--- config.mk ---
export PLATFORM = sky130hd
export DESIGN_NAME = br_write_buffer
export DESIGN_NICKNAME = d
export VERILOG_FILES = /design/src/rtl/br_pkg.sv /design/src/rtl/br_fwd_match.sv /design/src/rtl/br_write_buffer.sv
export SDC_FILE = /design/constraint.sdc
export NUM_CORES = 1
export LEC_CHECK = 0
export CAP_MARGIN = 15
export CORE_ASPECT_RATIO = 0.75
export CORE_MARGIN = 5
export CORE_UTILIZATION = 59
export DETAILED_ROUTE_END_ITERATION = 6
export DONT_BUFFER_PORTS = 1
export HOLD_SLACK_MARGIN = 0.15
export PLACE_DENSITY_LB_ADDON = 0.15
export SYNTH_ARGS = -nofsm -noshare
export SYNTH_HDL_FRONTEND = slang
export SYNTH_SLANG_ARGS = --single-unit
--- constraint.sdc ---
create_clock -name clk -period 9 [get_ports clk]
set_input_delay 1.35 -clock clk [delete_from_list [all_inputs] [get_ports clk]]
set_output_delay 1.35 -clock clk [all_outputs]
set_load 0.1 [all_outputs]
--- src/rtl/br_pkg.sv ---
// Shared types and constants for the BR register-bank write path.
package br_pkg;

  localparam int REG_AW = 5;
  localparam int REG_DW = 32;

  // Register $0 is hardwired; writes to it are swallowed.
  localparam logic [REG_AW-1:0] REG_ZERO = 5'd0;

  typedef struct packed {
    logic [REG_AW-1:0] dir;
    logic [REG_DW-1:0] data;
  } br_wr_entry_t;

endpackage

--- src/rtl/br_fwd_match.sv ---
// Address compare and youngest-first select for one BR read port.
// Candidate 0 is the youngest; higher indices are progressively older.
module br_fwd_match #(
  parameter int N  = 5,
  parameter int AW = 5,
  parameter int DW = 32
) (
  input  logic [AW-1:0]         ra_i,
  input  logic [N-1:0]          cand_vld_i,
  input  logic [N-1:0][AW-1:0]  cand_dir_i,
  input  logic [N-1:0][DW-1:0]  cand_data_i,
  output logic                  hit_o,
  output logic [DW-1:0]         data_o
);

  // Scan oldest to youngest so the youngest match is the last one written.
  always_comb begin
    hit_o  = 1'b0;
    data_o = '0;
    for (int i = N - 1; i >= 0; i--) begin
      if (cand_vld_i[i] && (cand_dir_i[i] == ra_i) && (ra_i != '0)) begin
        hit_o  = 1'b1;
        data_o = cand_data_i[i];
      end
    end
  end

endmodule

--- src/rtl/br_write_buffer.sv ---
// Write-back FIFO in front of the BR register bank with read forwarding.
module br_write_buffer
  import br_pkg::*;
#(
  parameter int DEPTH = 4,
  parameter int AW    = REG_AW,
  parameter int DW    = REG_DW
) (
  input  logic                       clk,
  input  logic                       rst_n,
  input  logic                       WrEn,
  input  logic [AW-1:0]              WrDir,
  input  logic [DW-1:0]              WrData,
  output logic                       WrReady,
  input  logic                       Drain,
  output logic [AW-1:0]              Dir,
  output logic [DW-1:0]              Di,
  output logic                       Regw,
  input  logic [AW-1:0]              RA1,
  input  logic [AW-1:0]              RA2,
  output logic [DW-1:0]              Fwd1,
  output logic                       Fwd1Hit,
  output logic [DW-1:0]              Fwd2,
  output logic                       Fwd2Hit,
  output logic [$clog2(DEPTH+1)-1:0] Count,
  output logic                       Empty
);

  localparam int PW = $clog2(DEPTH);
  localparam int CW = $clog2(DEPTH + 1);
  localparam int NC = DEPTH + 1;

  logic [AW-1:0]    dir_mem_q  [DEPTH];
  logic [DW-1:0]    data_mem_q [DEPTH];
  logic [DEPTH-1:0] valid_q, valid_d;
  logic [PW-1:0]    wr_ptr_q, wr_ptr_d;
  logic [PW-1:0]    rd_ptr_q, rd_ptr_d;
  logic [CW-1:0]    count_q, count_d;
  logic             regw_q, regw_d;
  logic [AW-1:0]    dir_q, dir_d;
  logic [DW-1:0]    di_q, di_d;

  logic push, pop;

  logic [NC-1:0]         cand_vld;
  logic [NC-1:0][AW-1:0] cand_dir;
  logic [NC-1:0][DW-1:0] cand_data;

  // Full blocks the handshake outright, even if a pop frees a slot this cycle.
  assign WrReady = (count_q < CW'(DEPTH));
  assign Empty   = (count_q == '0);
  assign Count   = count_q;
  assign Regw    = regw_q;
  assign Dir     = dir_q;
  assign Di      = di_q;

  // $0 writes complete the handshake but are dropped.
  assign push = WrEn && WrReady && (WrDir != AW'(REG_ZERO));
  assign pop  = Drain && !Empty;

  // Pointer, occupancy and output-stage next state.
  always_comb begin
    wr_ptr_d = wr_ptr_q + PW'(push);
    rd_ptr_d = rd_ptr_q + PW'(pop);
    count_d  = count_q + CW'(push) - CW'(pop);
    valid_d  = valid_q;
    if (pop)  valid_d[rd_ptr_q] = 1'b0;
    if (push) valid_d[wr_ptr_q] = 1'b1;
    regw_d   = pop;
    dir_d    = pop ? dir_mem_q[rd_ptr_q]  : dir_q;
    di_d     = pop ? data_mem_q[rd_ptr_q] : di_q;
  end

  // Control state; reset discards every queued entry.
  always_ff @(posedge clk or negedge rst_n) begin
    if (!rst_n) begin
      wr_ptr_q <= '0;
      rd_ptr_q <= '0;
      count_q  <= '0;
      valid_q  <= '0;
      regw_q   <= 1'b0;
      dir_q    <= '0;
      di_q     <= '0;
    end else begin
      wr_ptr_q <= wr_ptr_d;
      rd_ptr_q <= rd_ptr_d;
      count_q  <= count_d;
      valid_q  <= valid_d;
      regw_q   <= regw_d;
      dir_q    <= dir_d;
      di_q     <= di_d;
    end
  end

  // Entry storage; contents are only meaningful under valid_q.
  always_ff @(posedge clk) begin
    if (push) begin
      dir_mem_q[wr_ptr_q]  <= WrDir;
      data_mem_q[wr_ptr_q] <= WrData;
    end
  end

  // Present queue entries youngest-first, then the committing output stage.
  always_comb begin
    logic [PW-1:0] slot;
    slot = '0;
    for (int k = 0; k < DEPTH; k++) begin
      slot         = wr_ptr_q - PW'(k + 1);
      cand_vld[k]  = valid_q[slot];
      cand_dir[k]  = dir_mem_q[slot];
      cand_data[k] = data_mem_q[slot];
    end
    cand_vld[DEPTH]  = regw_q;
    cand_dir[DEPTH]  = dir_q;
    cand_data[DEPTH] = di_q;
  end

  br_fwd_match #(.N(NC), .AW(AW), .DW(DW)) u_fwd1 (
    .ra_i        (RA1),
    .cand_vld_i  (cand_vld),
    .cand_dir_i  (cand_dir),
    .cand_data_i (cand_data),
    .hit_o       (Fwd1Hit),
    .data_o      (Fwd1)
  );

  br_fwd_match #(.N(NC), .AW(AW), .DW(DW)) u_fwd2 (
    .ra_i        (RA2),
    .cand_vld_i  (cand_vld),
    .cand_dir_i  (cand_dir),
    .cand_data_i (cand_data),
    .hit_o       (Fwd2Hit),
    .data_o      (Fwd2)
  );

endmodule

==> Word level (Yosys, flattened, before mapping) <==
Memories as Yosys holds them, arrays and structs flattened. A register that Yosys moved wholly into a read port is not among the register bits.
Index checks and enable logic that the tools add are counted.
{ "word_totals": {"regBits": 12, "mem_bits_rw": 148, "input_bits": 51, "out_inout_bits": 109, "wordCells": 103, "memories": 2} }
{ "op_classes": {"addsub": 7, "n_lt_le_gt_ge": 8, "n_eq_ne": 10, "n_mux": 36, "bitwise": 3, "n_reduce_logical": 32} }
{ "memory_table": {"columns": ["memory", "depth", "width", "read_ports", "rd_clocked_by_memory_dff", "write_ports", "line_no", "source"], "rows": [
  ["data_mem_q", 4, 32, 5, 1, 1, "br_write_buffer.sv:34", "logic [DW-1:0] data_mem_q [DEPTH];"],
  ["dir_mem_q", 4, 5, 5, 1, 1, "br_write_buffer.sv:33", "logic [AW-1:0] dir_mem_q [DEPTH];"]
]} }
{ "op_table": {"columns": ["op", "n"], "rows": [
  ["$mux W32", 10],
  ["$eq A5 B5 Y1", 10],
  ["$logic_and A1 B1 Y1", 25],
  ["$mux W1", 18],
  ["$lt A2 B3 Y1 const B", 5],
  ["$reduce_bool A5 Y1", 3],
  ["$bmux W1 S2", 4],
  ["$mux W4", 2],
  ["$add A2 B1 Y2", 2],
  ["$and A4 B4 Y4", 1],
  ["$demux W1 S2", 2],
  ["$ge A2 B1 Y1 const B", 2],
  ["$not A4 Y4", 1],
  ["$or A4 B4 Y4", 1],
  ["$sub A2 B2 Y2 const B", 2],
  ["$add A3 B1 Y3", 1],
  ["$logic_not A1 Y1", 3],
  ["$logic_not A3 Y1", 1],
  ["$lt A3 B3 Y1 const B", 1],
  ["$sub A3 B1 Y3", 1],
  ["$sub A2 B1 Y2 const B", 1]
]} }

==> Longest topological paths before layout <==
{ "logic_depth": {"ltp_word": 9, "mapped_depth": 15} }

==> Cells and area by module <==
Synthesis repeated with hierarchy kept, for this count alone.
{ "hier_totals": {"hier_cells": 1124, "hier_area_um2": 14520.2} }
{ "modules_own_cells": {"columns": ["module", "instances", "cells_each", "area_each_um2", "seq_area_each_um2"], "rows": [
  ["br_write_buffer", 1, 626, 11234.5, 5670.4],
  ["br_fwd_match", 2, 249, 1642.8, 0.0]
]} }

==> Worst setup path before layout <==
No wires, ideal clock.
{ "synth_timing": {"kind": "register -> output", "startpoint": "reg wr_ptr_q[1]", "endpoint": "out Fwd1[21]", "t_arrival_ns": 5.596, "required_ns": 7.650, "path_slack_ns": 2.054, "path_stages_with_launch": 16, "n_path_buf": 7, "path_cell_list": "dfrtp_1 buf_2 buf_2 buf_2 buf_2 inv_1 ha_1 buf_6 mux4_2 xor2_1 nor4_2 and2_1 buf_6 buf_6 a221oi_1 o31ai_1"} }
{ "synth_via": {"elab_chain_len": 8} }
{ "synth_rtl": {"columns": ["element", "line_no", "source"], "rows": [
  ["start: declaration", "br_write_buffer.sv:36", "logic [PW-1:0] wr_ptr_q, wr_ptr_d;"],
  ["start signal: assignment", "br_write_buffer.sv:85", "wr_ptr_q <= wr_ptr_d;"],
  ["$sub A2 B2 Y2, or another cell as far along", "br_write_buffer.sv:108", "slot = wr_ptr_q - PW'(k + 1);"],
  ["$mem_v2 Z4 W5, or another cell as far along", null, null],
  ["$eq A5 B5 Y1, or another cell as far along", "br_fwd_match.sv:21", "if (cand_vld_i[i] && (cand_dir_i[i] == ra_i) && (ra_i != '0)) begin"],
  ["$logic_and A1 B1 Y1", "br_fwd_match.sv:21", null],
  ["$logic_and A1 B1 Y1 or $mux W32 (tied branches)", "br_fwd_match.sv:21", null],
  ["$mux W32 (2 in series)", "br_fwd_match.sv:21", null],
  ["$mux W32 (*)", "br_fwd_match.sv:21", null],
  ["end: declaration", "br_write_buffer.sv:21", "output logic [DW-1:0] Fwd1,"]
]} }
Mark *: on every way between the ends. The rest lies on a longest branch, timed or not. The select of a mux whose other input is x is not followed.

==> Worst setup path in the final report <==
{ "layout_timing": {"startpoint": "reg wr_ptr_q[1]", "endpoint": "out Fwd2[0]"} }
{ "layout_via": {"elab_chain_len": 8} }
{ "layout_rtl": {"columns": ["element", "line_no", "source"], "rows": [
  ["$sub A2 B2 Y2, or another cell as far along", "br_write_buffer.sv:108", null],
  ["$mem_v2 Z4 W5, or another cell as far along", null, null],
  ["$eq A5 B5 Y1, or another cell as far along", "br_fwd_match.sv:21", null],
  ["$logic_and A1 B1 Y1", "br_fwd_match.sv:21", null],
  ["$logic_and A1 B1 Y1 or $mux W32 (tied branches)", "br_fwd_match.sv:21", null],
  ["$mux W32 (2 in series)", "br_fwd_match.sv:21", null],
  ["$mux W32 (*)", "br_fwd_match.sv:21", null],
  ["end: declaration", "br_write_buffer.sv:23", "output logic [DW-1:0] Fwd2,"]
]} }
Marks and branches as above.

==> results.txt <==
RePlAce Congestion: 0.877
Largest net degree at the start of global routing: 71
Placed cell count: 1,327
Mapped Area: 14,600 sq um
Startpoint Class: flop
Worst setup margin: 1.79 ns
Initial Util: 60.2%
Vias: 10,600
Number of global-route vias before repair: 10,500
Htree depth: 4
Req. time, crit path: 7.65 ns
CTS tree: built
Final-stage net count: 1,076
Slew headroom: 21.7%
GRT Overall Usage: 31.8%
Routed Antenna Nets: 0
Design area: 16,100 sq um
Starting DRT DRC Count: 1,122
Run status: finished, final reports clean
Most used DFF post-synth: edfxtp_1
Top Usage Layer GRT: met2
CTS Buf Count: 17
CTS root buffer: clkbuf_16
Synth area leaders: edfxtp_1 (31%), mux4_2 (25%), dfrtp_1 (8.4%)
Max Cap Viol: 0
Max Root-Sink Buffers: 2
Drt pass-1 iters: 5
Site Rows: 49
Post-Syn Instances: 1,083
Worst skew pair latency: 0.45 ns
Net Count, Synth: 1,143
Period minus WS final: 7.21 ns
Sequential-to-total area share from yosys stat: 39.0%
RSZ-0062 raised after global routing: false
CTS Hold Bufs: 0
Max-slew violation count: 0
Yosys warns: 0
Nature of the critical path endpoint: output port
IO Count: 160
Per-cell routed wire length: 32.3 um
Setup_tns: 0 ns
Std-Cell Core Area: 24,200 sq um
Met2 Use GR: 47.3%
First-pass GRT wire length: 67,500 um
Die Height: 146 um
Worst Path Max Fanout: 70
Data arrival, critical path: 5.86 ns
Yosys reg bits: 197
Placed Instance Area: 15,500 sq um
Antenna Cells: 0
Top cell type's share of synthesized area: 30.5%
Clk sink count: 197
PortBufs: 0
Initial antenna violation count: 1
Fraction of layout cells with a size suffix above 1: 36.1%
Cell Count, Final, Fillers Out: 1,359
DP HPWL: 27,100 um
Grt ovf: 0
Post-synth cell types: 47
Pre-CTS WS: 2.29 ns
Synthesis-to-finish area growth: 10.4%
Via density: 7.77
Setup Fix Bufs, Post-CTS: 0
Final Cycle Share: 80.1%
Asr flop ratio synth: 24.9%
PostCTS Resize Cnt: 0
EDFF count, synth: 148
Final-report hold violation count: 0
Met3 GRT Util: 10.4%
Mean Syn Cell Area: 13.4 sq um
Worst-margin pin slew: 1.18 ns
Tightest Hold Check Type: reg -> reg
DRC: 0
Routed wire length: 43,900 um
Largest area contributor in the netlist: edfxtp_1
Die Span X: 191 um
Critical path class: reg -> out
Maximum clock rate: 139 MHz
Final setup viols: 0
Die area: 27,900 sq um
Clock-pin slew on the worst setup and hold paths: 0.07 ns
M1 GR Usage: 46.0%
Clk_skew: 0.00898 ns
[cell usage after synthesis (all sizes together) (14+ instances only)]
cell type	instances
xor2	25
a221oi	64
xnor2	27
dfrtp	49
nand2	35
mux2i	94
o21ai	30
clkbuf	49
mux4	161
inv	14
o31ai	65
edfxtp	148
nor3	64
buf	64
mux2	67
nor2	69
[registers in the layout, summed over array words and instances, names as in the netlist]
signal,flops
Di,32
Count,3
data_mem_q,128
Regw,1
dir_mem_q,20
rd_ptr_q,2
wr_ptr_q,2
valid_q,4
Dir,5
[critical path, cell delays in order (launching register included)]
cell and delay [ns]:
dfrtp_4 0.86, buf_4 0.86, mux4_2 0.45, o221ai_1 0.15, nor4b_2 0.52, and2_1 0.76, buf_4 0.47, a221oi_1 0.19
o31ai_4 1.01
[cells by family after synthesis]
kind of cell	after synthesis	share of synthesized area [%]
muxes	322	36.6
and+or+nand+nor	207	7.02
DFF	197	39.0
AOI/OAI and AO/OA	169	8.82
buffers and inverters	127	4.61
xor gates and xnor gates	52	3.13
adders and majority gates	9	0.825
[per-layer routing]
metal  part of all wire, %  wire (um)  vias up
li1                      -          -     4312
met1                    39      17200     5436
met2                    46      20100      741
met3                    13       5740       67
met4                   1.9        830        2
met5                 0.016          7        -
[cell usage in the layout (no fill, tap or decap), types with 2 or more instances in the layout]
master      synthesis  final
mux4_1              2      2
nor3b_1             2      2
xnor2_1            27     27
clkbuf_1           49      2
buf_4              11     25
nand3b_1            2      2
ha_1                8      7
nor4_2              3      3
mux2i_1            94     94
nand2b_1            4      4
and2_2              0      4
dfrtp_2             0      2
inv_1              14     12
o21ai_0            28     28
nand4_4             1      2
edfxtp_1          148    148
inv_2               0      2
nor2_1             69     69
nand2_1            35     35
clkinv_4            0      3
a21o_1              3      3
clkinv_2            0      4
mux4_2            159    159
nor3_1             64     63
clkinvlp_4          0      2
nor4_1              4      4
o21ai_4             0      2
xor2_1             25     25
a221oi_1           64     64
clkbuf_16           0     18
o31ai_4             0     64
inv_6               0      2
dfrtp_1            49     45
and2_1              8      4
dfrtp_4             0      2
a21oi_4             0      2
and3_1              2      2
nand3_2             0      2
nand4_1             4      4
mux2_2             67     67
[worst paths after layout]
kind / startpoint / end / slack [ns] / cells past startpoint
min in group asynchronous: rst_n / Di[7] / 0.59 / 0
hold / removal: valid_q[1] / valid_q[1] / 0.56 / 1
hold reg to reg: valid_q[1] / valid_q[1] / 0.56 / 1
max in group asynchronous: rst_n / wr_ptr_q[1] / 8.29 / 0
setup / recovery: wr_ptr_q[1] / Fwd2[0] / 1.79 / 8
setup reg to reg: Count[2] / Count[2] / 5.36 / 9
[area by class of cell]
type	instances	area [sq um]
Clock buffer	19	433
Multi-Input combinational cell	759	9170
Tap cell	331	414
Clock inverter	12	82.6
Inverter	14	52.6
Sequential cell	197	5680
Timing Repair Buffer	27	240
Fill cell	1741	8090
[stage by stage]
step | util, % | hold slack (ns)
global route | 66.5 | 0.574
detailed placement | 64.3 | 0.540
finish | 66.5 | 0.560
global placement | 64.3 | 0.528
CTS | 66.4 | 0.557
floorplan | - | 0.477
Power is left out: the tool's default activity adds up to more than one toggle a clock period on the data nets, which glitch-free logic cannot reach.
